--- src/rtl/cu_csr_master.sv ---
// CSR bus initiator: turns single-beat host requests into CSR bus transfers,
// with alignment check, bus timeout and saturating status counters.
module cu_csr_master #(
  parameter int AW      = 16,
  parameter int DW      = 32,
  parameter int SW      = DW / 8,
  parameter int TIMEOUT = 256,
  parameter int CW      = 16
) (
  input  logic          clk,
  input  logic          rst,
  input  logic          clear,
  input  logic          req_valid,
  output logic          req_ready,
  input  logic          req_write,
  input  logic [AW-1:0] req_addr,
  input  logic [DW-1:0] req_wdata,
  input  logic [SW-1:0] req_wstrb,
  output logic          rsp_valid,
  input  logic          rsp_ready,
  output logic [DW-1:0] rsp_rdata,
  output logic          rsp_err,
  output logic          csr_write,
  output logic [AW-1:0] csr_addr,
  output logic [DW-1:0] csr_wdata,
  output logic [SW-1:0] csr_wstrb,
  output logic          csr_valid,
  input  logic          csr_ready,
  input  logic [DW-1:0] csr_rdata,
  output logic          sta_busy,
  output logic [CW-1:0] sta_txn_cnt,
  output logic [CW-1:0] sta_err_cnt
);

  localparam logic [1:0] S_IDLE = 2'd0;
  localparam logic [1:0] S_BUS  = 2'd1;
  localparam logic [1:0] S_RSP  = 2'd2;

  localparam int          TW       = (TIMEOUT > 1) ? $clog2(TIMEOUT) : 1;
  localparam int          TL       = (TIMEOUT > 0) ? TIMEOUT - 1 : 0;
  localparam logic [TW-1:0] TMO_LAST = TW'(TL);

  logic [1:0]    state_q, state_d;
  logic          csr_valid_q, csr_valid_d;
  logic          csr_write_q, csr_write_d;
  logic [AW-1:0] csr_addr_q, csr_addr_d;
  logic [DW-1:0] csr_wdata_q, csr_wdata_d;
  logic [SW-1:0] csr_wstrb_q, csr_wstrb_d;
  logic          rsp_valid_q, rsp_valid_d;
  logic [DW-1:0] rsp_rdata_q, rsp_rdata_d;
  logic          rsp_err_q, rsp_err_d;
  logic [TW-1:0] tmo_q, tmo_d;
  logic          busy_q, busy_d;
  logic [CW-1:0] txn_cnt_q, txn_cnt_d;
  logic [CW-1:0] err_cnt_q, err_cnt_d;
  logic          misaligned;

  assign misaligned = (req_addr & AW'(SW - 1)) != '0;

  always_comb begin
    state_d     = state_q;
    csr_valid_d = csr_valid_q;
    csr_write_d = csr_write_q;
    csr_addr_d  = csr_addr_q;
    csr_wdata_d = csr_wdata_q;
    csr_wstrb_d = csr_wstrb_q;
    rsp_valid_d = rsp_valid_q;
    rsp_rdata_d = rsp_rdata_q;
    rsp_err_d   = rsp_err_q;
    tmo_d       = tmo_q;
    txn_cnt_d   = txn_cnt_q;
    err_cnt_d   = err_cnt_q;

    if (clear) begin
      // Soft clear drops any pending transfer or response; counters survive.
      state_d     = S_IDLE;
      csr_valid_d = 1'b0;
      csr_write_d = 1'b0;
      csr_addr_d  = '0;
      csr_wdata_d = '0;
      csr_wstrb_d = '0;
      rsp_valid_d = 1'b0;
      rsp_rdata_d = '0;
      rsp_err_d   = 1'b0;
      tmo_d       = '0;
    end else begin
      case (state_q)
        S_IDLE: begin
          if (req_valid) begin
            csr_write_d = req_write;
            csr_addr_d  = req_addr;
            csr_wdata_d = req_write ? req_wdata : '0;
            csr_wstrb_d = req_write ? req_wstrb : '0;
            tmo_d       = '0;
            if (misaligned) begin
              state_d     = S_RSP;
              rsp_valid_d = 1'b1;
              rsp_err_d   = 1'b1;
              rsp_rdata_d = '0;
            end else begin
              state_d     = S_BUS;
              csr_valid_d = 1'b1;
            end
          end
        end
        S_BUS: begin
          // csr_ready wins over a timeout landing on the same cycle.
          if (csr_ready) begin
            state_d     = S_RSP;
            csr_valid_d = 1'b0;
            rsp_valid_d = 1'b1;
            rsp_err_d   = 1'b0;
            rsp_rdata_d = csr_write_q ? '0 : csr_rdata;
          end else if (TIMEOUT != 0 && tmo_q == TMO_LAST) begin
            state_d     = S_RSP;
            csr_valid_d = 1'b0;
            rsp_valid_d = 1'b1;
            rsp_err_d   = 1'b1;
            rsp_rdata_d = '0;
          end else if (TIMEOUT != 0) begin
            tmo_d = tmo_q + TW'(1);
          end
        end
        S_RSP: begin
          if (rsp_ready) begin
            state_d     = S_IDLE;
            rsp_valid_d = 1'b0;
            if (txn_cnt_q != '1) txn_cnt_d = txn_cnt_q + CW'(1);
            if (rsp_err_q && err_cnt_q != '1) err_cnt_d = err_cnt_q + CW'(1);
          end
        end
        default: state_d = S_IDLE;
      endcase
    end

    busy_d = (state_d != S_IDLE);
  end

  always_ff @(posedge clk or posedge rst) begin
    if (rst) begin
      state_q     <= S_IDLE;
      csr_valid_q <= 1'b0;
      csr_write_q <= 1'b0;
      csr_addr_q  <= '0;
      csr_wdata_q <= '0;
      csr_wstrb_q <= '0;
      rsp_valid_q <= 1'b0;
      rsp_rdata_q <= '0;
      rsp_err_q   <= 1'b0;
      tmo_q       <= '0;
      busy_q      <= 1'b0;
      txn_cnt_q   <= '0;
      err_cnt_q   <= '0;
    end else begin
      state_q     <= state_d;
      csr_valid_q <= csr_valid_d;
      csr_write_q <= csr_write_d;
      csr_addr_q  <= csr_addr_d;
      csr_wdata_q <= csr_wdata_d;
      csr_wstrb_q <= csr_wstrb_d;
      rsp_valid_q <= rsp_valid_d;
      rsp_rdata_q <= rsp_rdata_d;
      rsp_err_q   <= rsp_err_d;
      tmo_q       <= tmo_d;
      busy_q      <= busy_d;
      txn_cnt_q   <= txn_cnt_d;
      err_cnt_q   <= err_cnt_d;
    end
  end

  assign req_ready   = (state_q == S_IDLE);
  assign rsp_valid   = rsp_valid_q;
  assign rsp_rdata   = rsp_rdata_q;
  assign rsp_err     = rsp_err_q;
  assign csr_valid   = csr_valid_q;
  assign csr_write   = csr_write_q;
  assign csr_addr    = csr_addr_q;
  assign csr_wdata   = csr_wdata_q;
  assign csr_wstrb   = csr_wstrb_q;
  assign sta_busy    = busy_q;
  assign sta_txn_cnt = txn_cnt_q;
  assign sta_err_cnt = err_cnt_q;

endmodule
--- config.mk ---
export PLATFORM = sky130hd
export DESIGN_NAME = cu_csr_master
export DESIGN_NICKNAME = d
export VERILOG_FILES = /design/src/rtl/cu_csr_master.sv
export SDC_FILE = /design/constraint.sdc
export NUM_CORES = 1
export LEC_CHECK = 0
export ABC_AREA = 0
export BUFFER_PORTS_ARGS = -buffer_cell sky130_fd_sc_hd__buf_2
export CORE_MARGIN = 5
export CORE_UTILIZATION = 30
export DETAILED_ROUTE_END_ITERATION = 10
export HOLD_SLACK_MARGIN = 0.1
export PLACE_DENSITY = 0.64
export SYNTH_ARGS = -nofsm -noshare
export SYNTH_HDL_FRONTEND = slang
export SYNTH_SLANG_ARGS = --single-unit
--- constraint.sdc ---
create_clock -name clk -period 4.1 [get_ports clk]
set_input_delay 0.205 -clock clk [delete_from_list [all_inputs] [get_ports clk]]
set_output_delay 0.205 -clock clk [all_outputs]
set_load 0.03 [all_outputs]
== After elaboration in Yosys (flattened, before gate mapping) ==
Cells that the tools add are included.

* Register bits after elaboration: 131
* Input port bits: 91
* Output and inout port bits: 122
* Word-level logic and storage cells: 93

* Add/sub/neg operators: 3
* Equality and inequality tests: 12
* Multiplexer cells: 49
* Bitwise operators: 1
* Reductions and logical operators: 15

{| class="wikitable"
|+ Operator list
! cell !! count
|-
| 32-bit 2-to-1 mux || 10
|-
| 32-bit one-hot mux with 2 select lines || 1
|-
| 16-bit 2-to-1 mux || 3
|-
| 16-bit by 1-bit adder with 16-bit output (second input constant) || 2
|-
| 8-bit 2-to-1 mux || 4
|-
| 16-bit != test (second input constant) || 2
|-
| 4-bit AND reduction || 5
|-
| 1-bit 2-to-1 mux || 16
|-
| 4-bit 2-to-1 mux || 4
|-
| 8-bit one-hot mux with 2 select lines || 1
|-
| 16-bit nonzero test || 1
|-
| 3-bit != test (second input constant) || 5
|-
| 2-bit 2-to-1 mux || 6
|-
| 8-bit by 1-bit adder with 8-bit output (second input constant) || 1
|-
| 8-bit == test (second input constant) || 1
|-
| 2-bit one-hot mux with 3 select lines || 1
|-
| 2-bit nonzero test || 3
|-
| 5-bit AND reduction || 1
|-
| 4-bit != test (second input constant) || 1
|-
| 1-bit one-hot mux with 2 select lines || 2
|-
| 4-bit nonzero test || 1
|-
| 3-bit by 2-bit != test with 1-bit output (second input constant) || 1
|-
| 1-bit one-hot mux with 3 select lines || 1
|-
| 3-bit nonzero test || 1
|-
| other kinds (6) || 6
|}

== Depth between registers and ports, before layout ==
Gate-level depths: netlist (run 1).

* Word-level depth: 6
* Gate-level depth with buffers: 8
* Mapped depth without buffers: 6

== Worst setup path after synthesis (run 1) ==
OpenSTA, ideal clock, no wires.

* Path type: register to register
* Start point: register state_q[0]
* End point: register csr_wdata_q[0], in the netlist csr_wdata[0]
* Library setup time: 0.066 ns
* Arrival time: 1.984 ns
* Required time: 4.034 ns
* Slack: 2.050 ns
* Cell stages (with the launch flop): 8
* Path buffers: 2
* Period minus slack after synthesis: 2.050 ns
* Cell sequence: dfrtp_1 > inv_1 > ha_1 > buf_2 > nand2_2 > nor3b_2 > buf_2 > a22o_1

* Cells in the longest elaborated chain, start to end: 3

{| class="wikitable"
|+ Ends and longest elaborated chain
! item !! RTL line !! source
|-
| from (decl) || 43 || <nowiki>logic [1:0] state_q, state_d;</nowiki>
|-
| from (signal assigned) || 155 || <nowiki>state_q <= state_d;</nowiki>
|-
| 2-bit logical NOT || - ||
|-
| via req_ready || 14 || <nowiki>output logic req_ready,</nowiki>
|-
| 2-bit nonzero test (no source line) || - ||
|-
| 2-bit AND reduction (no source line) || - ||
|-
| to (signal assigned) || 159 || <nowiki>csr_wdata_q <= csr_wdata_d;</nowiki>
|-
| to (decl) || 47 || <nowiki>logic [DW-1:0] csr_wdata_q, csr_wdata_d;</nowiki>
|}

The timed path passes the listed nets, and every way through them passes these cells.
A chain may end at the register's enable or synchronous reset.

== Worst setup path in the final report (run 1) ==
* Start point: register state_q[1]
* End point: register rsp_rdata_q[21], in the netlist rsp_rdata[21]

* Cells in the longest elaborated chain, start to end: 3
* Elaborated cells between the ends (all ways): 9
* Those cells by class: 4 x eq/ne; 2 x mux; 3 x reduce/logical

{| class="wikitable"
|+ Ends and longest elaborated chain
! item !! RTL line !! source
|-
| 2-bit by 1-bit == test with 1-bit output or 2-bit logical NOT (tied branches) || 87 || <nowiki>case (state_q)</nowiki>
|-
| 4-bit != test (no source line), or another cell as far along || - ||
|-
| 4-bit AND reduction (no source line) or 32-bit 2-to-1 mux (tied branches) || - ||
|-
| to (signal assigned) || 162 || <nowiki>rsp_rdata_q <= rsp_rdata_d;</nowiki>
|-
| to (decl) || 50 || <nowiki>logic [DW-1:0] rsp_rdata_q, rsp_rdata_d;</nowiki>
|}

Parallel ways exist; a longest one is shown, timed or not.

==> flow_metrics.env, run 1 <==
export IMPL_cp_buffers_inverters=3
export IMPL_setup_ws_ns=1.53
export IMPL_p_seq_frac=0.388
export IMPL_ios=213
export IMPL_die_h_um=151
export IMPL_cts_htree_levels=4
export IMPL_p_sw_mw=0.952
export IMPL_synth_fp_nets=642
export IMPL_core_mm2=0.0195
export IMPL_grt_remaining_overflow=0
export IMPL_antenna_found_initial=0
export IMPL_hpwl_um=11200
export IMPL_synth_seq_area_share=0.552
export IMPL_rrSetupSlack_ns=1.53
export IMPL_ys_flop_type="dfrtp_1"
export IMPL_leakagePower_nw=4.40
export IMPL_globalplace_congestion=0.856
export IMPL_final_util=0.452
export IMPL_drive_above_1_share=0.316
export IMPL_rows=51
export IMPL_p_int_mw=2.70
export IMPL_maxCapViolations=0
export IMPL_diodes=0
export IMPL_total_power_mw=3.65
export IMPL_max_vdd_ir_drop_mv=0.261
export IMPL_ys_seq_elements=131
export IMPL_drtIter0Drc=151
export IMPL_grtUsageTotal=0.151
export IMPL_r2r_cells=7
export IMPL_fin_crit_sh=0.627
export IMPL_p_comb_frac=0.144
export IMPL_fin_skew_ns=0.00888
export IMPL_cp_cell_sequence="inv_1 > ha_1 > inv_1 > o21ai_0 > o211ai_4 > buf_4 > mux2i_1"
export IMPL_clock_path_buffers=2
export IMPL_final_nets=942
export IMPL_setup_worst_path_end="rsp_rdata[21]"
export IMPL_async_reset_ff_frac=1.00
export IMPL_cts_tree="built"
export IMPL_die_w_um=151
export IMPL_path_class="reg2reg"
export IMPL_finalHoldViolations=0
export IMPL_period_needed_ns=2.57
export IMPL_routedWlPerCell_um=15.1
export IMPL_fmax_ghz=0.389
export IMPL_final_cell_mix="buf_2, dfrtp_1, dlygate4sd3_1"
export IMPL_fillers=1813
export IMPL_sw_frac_of_total=0.260
export IMPL_slowest_delay_ns=0.49
export IMPL_cts_setup_buffers=0
export IMPL_clk_latency_ns=0.41
export IMPL_synth_area_top_cells="dfrtp_1, mux2i_1, a22o_1"
export IMPL_tightest_slew_ns=0.660
export IMPL_synth_area_leader_cell="dfrtp_1"
export IMPL_crit_path_end_kind="flip-flop"
export IMPL_clkSlewWorstSetupHoldPaths_ns=0.06
export IMPL_crit_family="compound AO/OA/AOI/OAI gates"
export IMPL_grt_max_degree=75
export IMPL_setup_violations=0
export IMPL_first_pass_iters=4
export IMPL_relSlewSlack=0.560
export IMPL_path_max_fanout=21
export IMPL_crit_arrival_ns=2.88
export IMPL_cp_depth=7
export IMPL_worstReg2RegStart="state_q[1]"
export IMPL_vias_per_cell=4.68
export IMPL_ant_nets=0
export IMPL_syn_area_mm2=0.00594
export IMPL_cp_startpoint="state_q[1]"
export IMPL_hp_class="in2reg"
export IMPL_cts_root_buf="clkbuf_16"
export IMPL_finalMaxSlewViolations=0
export IMPL_crit_slowest_cell="o21ai_0"
export IMPL_die_area_mm2=0.0227
export IMPL_crit_path_start_kind="flip-flop"
export IMPL_dp_slack_ns=1.54
export IMPL_syn_to_final_growth_pct=48.3
export IMPL_cts_buffers=17
export IMPL_wirelength_um=16900
export IMPL_postSynthCellCount=544
export IMPL_timing_hold_ws_ns=0.190
export IMPL_cp_required_ns=4.41
export IMPL_rsz0062_at_grt="false"
export IMPL_power_frac_clock=0.468
export IMPL_port_buffers=212
export IMPL_status="finished, final reports clean"
export IMPL_ys_warn_count=0
export IMPL_critPathMostFrequentCell="inv_1"
export IMPL_cts_sinks=131
export IMPL_num_vias=5248
export IMPL_fin_tns_setup_ns=0
export IMPL_synth_cell_types=58
export IMPL_layout_commonest_cell="buf_2"
export IMPL_route_detailed_drc=0
export IMPL_synth_edff_count=0
export IMPL_grt_pass1_wl_um=27300
export IMPL_syn_area_per_cell_um2=10.9
export IMPL_reg2reg_to="rsp_rdata[21]"
export IMPL_grt_pass1_vias=5459
export IMPL_p_per_area_mw_per_mm2=415
export IMPL_start_util=0.305
export IMPL_netlist_area_leader_share=0.552
-- synth_stat cells (all sizes together) (4+ instances only) --
master	instances
mux2i	32
xor2	14
and4	4
a21oi	33
nand2	81
nand3	15
clkbuf	12
nor3	7
a22o	36
o21ai	6
nor2	14
a311oi	5
nand4b	4
a31oi	4
dfrtp	131
buf	12
xnor2	10
ha	7
inv	42
o211ai	4
nand4	16
mux2	6
-- per-layer routing --
layer,track usage,vias to the layer above,routed length (um)
met2,0.255,182,8370
met4,0.0485,0,272
li1,-,2520,-
met3,0.0473,26,1190
met5,0,-,0
met1,0.184,2520,7110
-- worst min path at each step --
stage	from	to	cells after the start
floorplan	req_addr[1]	csr_addr[1]	2
global placement	rst	csr_wdata[16]	2
detailed placement	rst	csr_wdata[24]	2
CTS	clear	csr_valid	2
global route	clear	csr_valid	2
finish	clear	csr_valid	2
-- power groups by stage --
stage                     clock (mW)  sequential [mW]  combinational (mW)
after floorplan                    0             1.54               0.187
after global placement             0             1.44               0.463
after detailed placement           0             1.44               0.470
after CTS                       1.76             1.42               0.531
after global routing            1.81             1.43               0.575
final                           1.71             1.42               0.527
-- sequential cells by signal, indices dropped and copies added, names as in the netlist, 2 cells and up --
name and count:
rsp_rdata 32, csr_addr 16, csr_wstrb 4, tmo_q 8, sta_txn_cnt 16, sta_err_cnt 16, csr_wdata 32, state_q 2
-- cell type report --
cell class	instances	area, um2	share of cell area
flip-flops and latches	131	3280	0.372
clock inverters	13	233	0.0264
well taps	265	332	0.0377
clock buffers	19	433	0.0492
multi-input cells	347	2390	0.272
repair buffers	305	1970	0.224
inverters	42	163	0.0185
-- worst register-to-register path, delay by kind of cell, from the launching register on --
family	cells	cell delay, ns
compound gates	2	0.83
buf+inv	3	0.66
flops	1	0.42
fa+ha+maj	1	0.34
mux	1	0.23
-- cell families after synthesis --
| family | after synthesis | synth area share |
|---|---|---|
| flops | 131 | 0.552 |
| compound gates | 106 | 0.132 |
| mux | 38 | 0.0653 |
| xor+xnor | 24 | 0.0354 |
| buf+inv | 66 | 0.0485 |
| fa+ha+maj | 7 | 0.0148 |
| simple gates | 172 | 0.152 |
-- stage by stage --
stage,area (um2),std cells
after detailed placement,7290,1005
final,8800,1122
after floorplan,5940,544
after CTS,8800,1122
after global placement,7290,1005
after global routing,8800,1122
-- timing repair --
| item | CTS | global route |
|---|---|---|
| endpoints found under the hold margin | 156 | 0 |
| hold buffers | 85 | 0 |
| resized for setup | 0 | 0 |
Power figures use the tool's default switching activity.
==> inputs of run 2 (changes only) <==
Clock period 4.1 ns to 2.6 ns, I/O delays scaled along.
==> run 2 against run 1 <==
Setup slack worse by 1.1 ns; clock skew down 0.00051 ns; cell area down 0.20%; largest power group unchanged; critical path depth unchanged; combinational power up 60%; flip-flop and latch count unchanged; critical path type unchanged.
==> flow_metrics.env, run 2 (synthesis results as in run 1) <==
export IMPL_fin_area_mm2=0.00879
export IMPL_maxCapViolations=0
export IMPL_fin_cells=1126
export IMPL_grt_max_degree=68
export IMPL_die_h_um=151
export IMPL_place_area_mm2=0.00734
export IMPL_crit_path_end_kind="flip-flop"
export IMPL_p_per_area_mw_per_mm2=623
export IMPL_timing_hold_ws_ns=0.169
export IMPL_cts_root_buf="clkbuf_16"
export IMPL_finalMaxSlewViolations=0
export IMPL_p_seq_frac=0.409
export IMPL_grt_remaining_overflow=0
export IMPL_power_frac_clock=0.437
export IMPL_final_cell_mix="buf_2, dfrtp_1, dlygate4sd3_1"
export IMPL_grt_pass1_vias=5428
export IMPL_cp_required_ns=2.88
export IMPL_hp_class="in2reg"
export IMPL_fillers=1794
export IMPL_fmax_ghz=0.460
export IMPL_min_path_cells=4
export IMPL_crit_slowest_cell="o21ai_0"
export IMPL_cts_resized=0
export IMPL_core_mm2=0.0195
export IMPL_clock_path_buffers=2
export IMPL_port_buffers=212
export IMPL_syn_to_final_growth_pct=48.0
export IMPL_period_needed_ns=2.17
export IMPL_antenna_found_initial=1
export IMPL_cts_buffers=17
export IMPL_placedCellCount=1007
export IMPL_grtUsageTotal=0.152
export IMPL_ant_nets=0
export IMPL_fin_tns_setup_ns=0
export IMPL_rsz0062_at_grt="false"
export IMPL_critPathMostFrequentCell="inv_1"
export IMPL_r2r_cells=7
export IMPL_cts_htree_levels=4
export IMPL_rows=51
export IMPL_hold_start="req_valid"
export IMPL_grt_pass1_wl_um=27400
export IMPL_route_detailed_drc=0
export IMPL_globalplace_congestion=0.829
export IMPL_layout_commonest_cell="buf_2"
export IMPL_leakagePower_nw=4.38
export IMPL_reg2reg_to="rsp_rdata[21]"
export IMPL_hold_path_end="csr_valid"
export IMPL_finalHoldViolations=0
export IMPL_crit_arrival_ns=2.46
export IMPL_cts_tree="built"
export IMPL_die_w_um=151
export IMPL_fin_skew_ns=0.00837
export IMPL_setup_violations=0
export IMPL_p_comb_frac=0.154
export IMPL_path_max_fanout=32
export IMPL_tightest_slew_ns=0.514
export IMPL_first_pass_iters=4
export IMPL_fin_crit_sh=0.837
export IMPL_clk_latency_ns=0.41
export IMPL_wirelength_um=16900
export IMPL_relSlewSlack=0.654
export IMPL_die_area_mm2=0.0227
export IMPL_path_class="reg2reg"
export IMPL_ctsHoldBuffers=85
export IMPL_drive_above_1_share=0.320
export IMPL_hpwl_um=10900
export IMPL_worstReg2RegStart="state_q[1]"
export IMPL_final_nets=944
export IMPL_drtIter0Drc=222
export IMPL_routedWlPerCell_um=15.0
export IMPL_cp_cell_sequence="inv_1 > ha_1 > inv_1 > o21ai_0 > o211ai_4 > buf_12 > mux2i_1"
export IMPL_max_vdd_ir_drop_mv=0.410
export IMPL_sw_frac_of_total=0.284
export IMPL_crit_path_start_kind="flip-flop"
export IMPL_slowest_delay_ns=0.44
export IMPL_status="finished, final reports clean"
export IMPL_clkSlewWorstSetupHoldPaths_ns=0.06
export IMPL_start_util=0.305
export IMPL_rrSetupSlack_ns=0.43
export IMPL_p_sw_mw=1.55
export IMPL_cts_setup_buffers=0
export IMPL_p_int_mw=3.92
export IMPL_vias_per_cell=4.70
export IMPL_cts_sinks=131
export IMPL_num_vias=5293
export IMPL_ios=213
## run 2: worst max path at each step
stage | to | cells after the start | slack [ns] | startpoint
global placement | tmo_q[6] | 6 | 0.54 | state_q[0]
CTS | rsp_rdata[30] | 7 | 0.43 | state_q[1]
global route | rsp_rdata[14] | 7 | 0.24 | state_q[1]
detailed placement | rsp_rdata[30] | 7 | 0.45 | state_q[1]
floorplan | csr_wdata[0] | 7 | 0.55 | state_q[0]
finish | rsp_rdata[21] | 7 | 0.43 | state_q[1]
## run 2: power by group through the flow
stage	Combinational (mW)	Sequential, mW	Clock [mW]
2_1_floorplan	0.295	2.44	0
6_report	0.844	2.24	2.39
5_1_grt	0.919	2.25	2.56
3_5_place_dp	0.750	2.27	0
4_1_cts	0.848	2.23	2.48
3_3_place_gp	0.745	2.27	0
## run 2: layout make-up
cell class | instances | area (um2) | share of cell area
Sequential cell | 131 | 3280 | 0.373
Multi-Input combinational cell | 347 | 2390 | 0.272
Timing Repair Buffer | 307 | 2020 | 0.230
Clock buffer | 18 | 439 | 0.0500
Tap cell | 265 | 332 | 0.0377
Inverter | 42 | 161 | 0.0184
Clock inverter | 14 | 153 | 0.0174
Antenna cell | 2 | 5.00 | 0.000570
## run 2: per-layer routing
metal | vias up | global-route usage | share of wire
li1 | 2528 | - | -
met1 | 2559 | 0.193 | 0.43
met2 | 182 | 0.246 | 0.49
met3 | 24 | 0.0464 | 0.065
met4 | 0 | 0.0535 | 0.019
met5 | - | 0 | 0
## run 2: critical path, delay by kind of cell, from the launching register on
kind	cells	cell delay (ns)
AOI/OAI and AO/OA	2	0.60
buffers and inverters	3	0.53
DFF	1	0.42
adders and majority gates	1	0.33
muxes	1	0.15
## run 2: stage by stage
step / util / setup slack (ns) / power, mW
after detailed placement: 0.377 / 0.453 / 3.02
after floorplan: - / 0.550 / 2.73
after CTS: 0.451 / 0.431 / 5.56
after global routing: 0.451 / 0.238 / 5.73
after global placement: 0.377 / 0.539 / 3.01
final: 0.451 / 0.425 / 5.47
